### config.mk
export PLATFORM = sky130hd
export DESIGN_NAME = bp_cce_mem_cmd_gate
export DESIGN_NICKNAME = d
export VERILOG_FILES = /design/src/rtl/bp_cce_mem_cmd_gate.sv
export SDC_FILE = /design/constraint.sdc
export NUM_CORES = 1
export LEC_CHECK = 0
export BUFFER_PORTS_ARGS = -buffer_cell sky130_fd_sc_hd__buf_2
export CORE_MARGIN = 2
export CORE_UTILIZATION = 45
export DETAILED_ROUTE_END_ITERATION = 12
export PLACE_DENSITY = 0.7
export SETUP_SLACK_MARGIN = 0.3
export SYNTH_ARGS = -nofsm -noshare
export SYNTH_HDL_FRONTEND = slang
export SYNTH_HIERARCHICAL = 1
export SYNTH_SLANG_ARGS = --single-unit
### constraint.sdc
create_clock -name clk_i -period 12.6 [get_ports clk_i]
set_input_delay 1.26 -clock clk_i [delete_from_list [all_inputs] [get_ports clk_i]]
set_output_delay 1.26 -clock clk_i [all_outputs]
set_load 0.05 [all_outputs]
### src/rtl/bp_cce_mem_cmd_gate.sv
// bp_cce_mem_cmd_gate: buffers CCE memory commands toward the memory network, caps
// outstanding commands with a credit counter, buffers responses back, and supports a flush drain.
// Latency: 1 cycle cmd in -> mem_cmd_v_o, 1 cycle mem_resp in -> cce_mem_resp_v_o (no bypass).
// Backpressure: cmd intake closes when the cmd FIFO is full or a drain is active; issue stalls at max credits.
//
// Ports:
//   clk_i / reset_n_i                         clock, async active-low reset
//   cce_mem_cmd_{i,v_i,ready_o}               command from CCE (ready->valid)
//   mem_cmd_{o,v_o,ready_i}                   command to memory (valid->ready)
//   mem_resp_{i,v_i,ready_o}                  response from memory
//   cce_mem_resp_{o,v_o,yumi_i}               response to CCE (valid->yumi)
//   flush_i / flush_done_o                    drain request level / completion pulse
//   credits_used_o / err_o                    outstanding cmd count / sticky underflow error

// Small circular FIFO shared by the command queue and the response buffer.
// Latency: data written on an enqueue edge is at the head the following cycle.
// Backpressure: enqueue ignored when full, dequeue ignored when empty.
module bp_cce_mem_cmd_gate_fifo #(
    parameter int width_p = 128,
    parameter int els_p   = 2
) (
    input  logic               clk_i,
    input  logic               reset_n_i,
    input  logic [width_p-1:0] data_i,
    input  logic               enq_i,
    input  logic               deq_i,
    output logic [width_p-1:0] data_o,
    output logic               full_o,
    output logic               empty_o
);
    localparam int ptr_w_lp = (els_p > 1) ? $clog2(els_p) : 1;
    localparam int cnt_w_lp = $clog2(els_p + 1);

    logic [width_p-1:0]  mem_r [els_p];
    logic [ptr_w_lp-1:0] wptr_r, rptr_r;
    logic [cnt_w_lp-1:0] cnt_r;
    logic                do_enq, do_deq;

    assign full_o  = (cnt_r == cnt_w_lp'(els_p));
    assign empty_o = (cnt_r == '0);
    assign do_enq  = enq_i & ~full_o;
    // An empty FIFO never dequeues, so a same-cycle enqueue is not bypassed.
    assign do_deq  = deq_i & ~empty_o;
    assign data_o  = mem_r[rptr_r];

    // Pointers wrap at the depth so non-power-of-two depths work.
    function automatic logic [ptr_w_lp-1:0] next_ptr(input logic [ptr_w_lp-1:0] p);
        return (p == ptr_w_lp'(els_p - 1)) ? '0 : p + ptr_w_lp'(1);
    endfunction

    always_ff @(posedge clk_i or negedge reset_n_i) begin
        if (!reset_n_i) begin
            wptr_r <= '0;
            rptr_r <= '0;
            cnt_r  <= '0;
        end else begin
            if (do_enq) wptr_r <= next_ptr(wptr_r);
            if (do_deq) rptr_r <= next_ptr(rptr_r);
            if (do_enq & ~do_deq)      cnt_r <= cnt_r + cnt_w_lp'(1);
            else if (do_deq & ~do_enq) cnt_r <= cnt_r - cnt_w_lp'(1);
        end
    end

    always_ff @(posedge clk_i) begin
        if (do_enq) mem_r[wptr_r] <= data_i;
    end
endmodule

module bp_cce_mem_cmd_gate #(
    parameter int msg_width_p   = 128,
    parameter int cmd_els_p     = 2,
    parameter int max_credits_p = 4
) (
    input  logic                               clk_i,
    input  logic                               reset_n_i,
    input  logic [msg_width_p-1:0]             cce_mem_cmd_i,
    input  logic                               cce_mem_cmd_v_i,
    output logic                               cce_mem_cmd_ready_o,
    output logic [msg_width_p-1:0]             mem_cmd_o,
    output logic                               mem_cmd_v_o,
    input  logic                               mem_cmd_ready_i,
    input  logic [msg_width_p-1:0]             mem_resp_i,
    input  logic                               mem_resp_v_i,
    output logic                               mem_resp_ready_o,
    output logic [msg_width_p-1:0]             cce_mem_resp_o,
    output logic                               cce_mem_resp_v_o,
    input  logic                               cce_mem_resp_yumi_i,
    input  logic                               flush_i,
    output logic                               flush_done_o,
    output logic [$clog2(max_credits_p+1)-1:0] credits_used_o,
    output logic                               err_o
);
    localparam int cw_lp = $clog2(max_credits_p + 1);

    typedef enum logic [1:0] {e_run, e_drain, e_done} state_e;
    state_e state_r, state_n;

    logic             cmd_full, cmd_empty, resp_full, resp_empty;
    logic             cmd_enq, issue, resp_enq, consume, idle;
    logic [cw_lp-1:0] credits_r;
    logic             err_r;

    // Readies are gated by reset so nothing is accepted while reset is held.
    assign cce_mem_cmd_ready_o = reset_n_i & ~cmd_full & (state_r == e_run);
    assign cmd_enq             = cce_mem_cmd_v_i & cce_mem_cmd_ready_o;
    assign mem_cmd_v_o         = ~cmd_empty & (credits_r < cw_lp'(max_credits_p));
    assign issue               = mem_cmd_v_o & mem_cmd_ready_i;

    assign mem_resp_ready_o    = reset_n_i & ~resp_full;
    assign resp_enq            = mem_resp_v_i & mem_resp_ready_o;
    assign cce_mem_resp_v_o    = ~resp_empty;
    assign consume             = cce_mem_resp_v_o & cce_mem_resp_yumi_i;

    assign credits_used_o      = credits_r;
    assign err_o               = err_r;
    assign idle                = cmd_empty & resp_empty & (credits_r == '0);

    bp_cce_mem_cmd_gate_fifo #(.width_p(msg_width_p), .els_p(cmd_els_p)) cmd_fifo (
        .clk_i    (clk_i),
        .reset_n_i(reset_n_i),
        .data_i   (cce_mem_cmd_i),
        .enq_i    (cmd_enq),
        .deq_i    (issue),
        .data_o   (mem_cmd_o),
        .full_o   (cmd_full),
        .empty_o  (cmd_empty)
    );

    bp_cce_mem_cmd_gate_fifo #(.width_p(msg_width_p), .els_p(2)) resp_fifo (
        .clk_i    (clk_i),
        .reset_n_i(reset_n_i),
        .data_i   (mem_resp_i),
        .enq_i    (resp_enq),
        .deq_i    (consume),
        .data_o   (cce_mem_resp_o),
        .full_o   (resp_full),
        .empty_o  (resp_empty)
    );

    // Issue and consume in the same cycle cancel out. A consume with nothing
    // outstanding is a protocol error: the count saturates at zero and err latches.
    always_ff @(posedge clk_i or negedge reset_n_i) begin
        if (!reset_n_i) begin
            credits_r <= '0;
            err_r     <= 1'b0;
        end else begin
            if (issue & ~consume)
                credits_r <= credits_r + cw_lp'(1);
            else if (consume & ~issue & (credits_r != '0))
                credits_r <= credits_r - cw_lp'(1);
            if (consume & (credits_r == '0))
                err_r <= 1'b1;
        end
    end

    always_ff @(posedge clk_i or negedge reset_n_i) begin
        if (!reset_n_i) state_r <= e_run;
        else            state_r <= state_n;
    end

    // DONE always lasts exactly one cycle, which is the flush_done pulse.
    always_comb begin
        state_n      = state_r;
        flush_done_o = 1'b0;
        unique case (state_r)
            e_run:   if (flush_i) state_n = e_drain;
            e_drain: if (idle)    state_n = e_done;
            e_done: begin
                flush_done_o = 1'b1;
                state_n      = e_run;
            end
            default: state_n = e_run;
        endcase
    end
endmodule
==> flow_metrics.py <==
metrics = {
    "grt": {
        "use_met3_pct": 4.36,
        "grt-ovfl-total": 0,
        "antenna_found_initial": 6,
        "grt_usage_pct": 17.9,
        "grt_pass1_vias": 10399,
        "grt_use_met2_pct": 32.1,
        "use_met1_pct": 20.6,
        "grt_first_pass_wirelength_um": 59700,
        "top_usage_layer": "met2",
        "grt_start_max_net_pins": 77,
    },
    "logic_synthesis": {
        "synth.most_common_cell": "edfxtp_1",
        "yosys-top-cells-count": "512 x edfxtp_1, 256 x mux2_2, 26 x buf_6, 14 x dfrtp_1, 8 x nor2_1",
        "ys_ff_latch": 526,
        "syn_avg_cell_area_um2": 22.2,
        "syn_inst": 869,
        "synth_largest_area_cell": "edfxtp_1",
        "ys_types": 29,
        "synth_nets": 1135,
        "synth.area.top_cells": "edfxtp_1 80%, mux2_2 15%, dfrtp_1 1.8%",
        "ys.flop_type": "edfxtp_1",
        "ys_seq_area_share_pct": 81.4,
        "ys_warn_count": 6,
        "synth_edf_count": 512,
        "async_flop_share_pct": 2.66,
        "synthDominantCellAreaShare_pct": 79.6,
        "synth_area_um2": 19300,
    },
    "routing": {
        "postRouteAntennaNets": 0,
        "wire_per_inst_um": 20.7,
        "viasPerCell": 4.98,
        "firstDrtPassIters": 5,
        "num_vias": 10022,
        "route.detailed.drc": 0,
        "wirelength_um": 41700,
        "first_iter_violations": 640,
    },
    "critical_path": {
        "worstPathCellList": "buf_4 -> mux2_2 -> buf_2",
        "reg2reg_depth": 8,
        "crit_path_start_kind": "flip-flop",
        "critical_path_class": "reg2out",
        "endpoint": "mem_cmd_o[75]",
        "worstSetupStartpoint": "cmd_fifo/rptr_r$_DFFE_PN0P_",
        "end_kind": "primary output",
        "crit_arrival_ps": 3170,
        "crit_path_top_delay_cell": "dfrtp_4",
        "r2r-start": "cmd_fifo/cnt_r[0]$_DFFE_PN0P_",
        "max_stage_delay_ps": 1060,
        "crit_required_ps": 11340,
        "rrSetupSlack_ps": 9280,
        "worstReg2RegEnd": "cmd_fifo/mem_r[0][66]$_DFFE_PP_",
        "crit_fanout": 73,
    },
    "power_and_ir_drop": {
        "ir_drop_v": 0.000169,
        "power.density_nw_per_um2": 238,
        "leakage_nw": 8.93,
    },
    "die": {
        "die_area_um2": 44600,
        "initial_core_util_pct": 45.8,
        "die_y_um": 211,
        "core_area_um2": 42100,
        "num_rows": 75,
        "die_w_um": 211,
        "io_pins": 528,
    },
    "sta": {
        "hold_viol": 0,
        "worst_pin_slew_ps": 1030,
        "period_minus_slack_ps": 4430,
        "fmax_ghz": 0.226,
        "setup_tns_ps": 0,
        "setup_viol": 0,
        "skew_ps": 22.4,
        "slew_headroom_pct": 31.1,
        "final_max_slew_viol_count": 0,
        "timing.final.crit_share_pct": 35.2,
        "rsz0062_at_grt": "false",
    },
    "hold_path": {
        "hp-class": "reg2reg",
        "min_from": "err_o$_DFFE_PN0P_",
    },
    "final_layout": {
        "area_growth_pct": 24.9,
        "design_area_um2": 24100,
        "layout-drive-gt1-share_pct": 59.5,
        "fin_nets": 1697,
    },
    "clock_network": {
        "cts.clk_slew.worst_paths_ps": 60,
        "clk-insertion-delay-late_ps": 580,
        "cts_resized": 0,
        "cts_buffers": 53,
        "cts.sinks": 526,
        "cts_max_path_buffers": 3,
        "cts_hold_repair.buffers": 0,
        "cts-htree-levels": 2,
        "cts_setup_buffers": 0,
        "cts_tree": "built",
        "clockRootBuffer": "clkbuf_16",
    },
    "status": {
        "status": "finished, final reports clean",
    },
    "placed_design": {
        "gp_congestion": 0.831,
        "hpwl_um": 28100,
        "placed_area_um2": 22400,
        "io_buffers": 527,
    },
    "run": {
        "drv_cap": 0,
    },
}
[layer usage]
layer	wire length, um	vias up	share of wire, %
met5	11	-	0.026
met4	1170	2	2.8
met3	2650	68	6.4
met2	22600	319	54
met1	15300	5059	37
li1	-	4574	-
[state kept, by name, indices dropped and copies added (netlist names)]
signal            cells
cmd_fifo/mem_r      256
resp_fifo/mem_r     256
cmd_fifo/wptr_r       1
cmd_fifo/rptr_r       1
state_r               2
resp_fifo/rptr_r      1
cmd_fifo/cnt_r        2
resp_fifo/cnt_r       2
err_o                 1
credits_used_o        3
resp_fifo/wptr_r      1
[how the worst min path moves through the flow]
stage | to | slack [ps] | depth (start not counted)
2_1_floorplan | state_r[0]$_DFFE_PN0P_ | 430 | 1
3_3_place_gp | err_o$_DFFE_PN0P_ | 440 | 1
3_5_place_dp | err_o$_DFFE_PN0P_ | 440 | 1
4_1_cts | err_o$_DFFE_PN0P_ | 460 | 1
5_1_grt | err_o$_DFFE_PN0P_ | 490 | 1
6_report | err_o$_DFFE_PN0P_ | 470 | 1
[kinds of logic after synthesis]
family | count (synthesis) | synth area share (%)
buffers and inverters | 35 | 1.70
muxes | 256 | 14.9
adders and majority gates | 3 | 0.233
DFF | 526 | 81.4
xor gates and xnor gates | 11 | 0.499
AOI/OAI and AO/OA | 9 | 0.324
and+or+nand+nor | 29 | 0.868
[cell type report]
| type | count | area [um2] |
|---|---|---|
| Clock buffer | 65 | 1400 |
| Tap cell | 539 | 674 |
| Inverter | 7 | 26.3 |
| Fill cell | 3202 | 18000 |
| Antenna cell | 6 | 15.0 |
| Clock inverter | 26 | 297 |
| Timing Repair Buffer | 535 | 2700 |
| Multi-Input combinational cell | 308 | 3280 |
| Sequential cell | 526 | 15700 |
[cells in the final DEF (no fill, tap or decap), types with 2 or more instances in the layout]
cell type / n
buf_2: 527
edfxtp_1: 512
mux2_2: 256
clkbuf_16: 53
dfrtp_1: 12
clkbuf_1: 9
buf_4: 8
inv_1: 7
xnor2_1: 7
clkinv_1: 7
diode_2: 6
nor2_1: 6
bufinv_16: 6
clkinv_2: 5
clkinvlp_4: 4
xor2_1: 4
nand2b_1: 3
nand2_1: 3
o21ai_0: 3
clkbuf_8: 3
and2_1: 2
nor2b_1: 2
nor3_1: 2
and3_1: 2
inv_6: 2
clkinv_4: 2
and3_4: 2
nor2_4: 2
ha_1: 2
dfrtp_4: 2
[critical path: cells and delay by family, from the launching register on]
kind | cells | cell delay, ps
multiplexers | 1 | 450
buffers and inverters | 2 | 950
flip-flops | 1 | 1060
[metrics by stage]
stage	std cells	utilization [%]	power, W	hold slack [ps]	setup slack (ps)
4_1_cts	2006	57.2	0.00580	465	8110
2_1_floorplan	869	-	0.00388	434	3360
6_report	2012	57.3	0.00574	469	8170
5_1_grt	2011	57.2	0.00593	493	7990
3_5_place_dp	1915	53.2	0.00425	443	8240
3_3_place_gp	1915	53.2	0.00424	443	8290
[where the power goes]
group          switching (W)  internal (W)  total [W]
sequential          0.000133       0.00208    0.00222
combinational        0.00141      0.000572    0.00199
clock               0.000624      0.000909    0.00153
total                0.00217       0.00356    0.00574
Note: power is estimated with default switching activity, not from simulation.
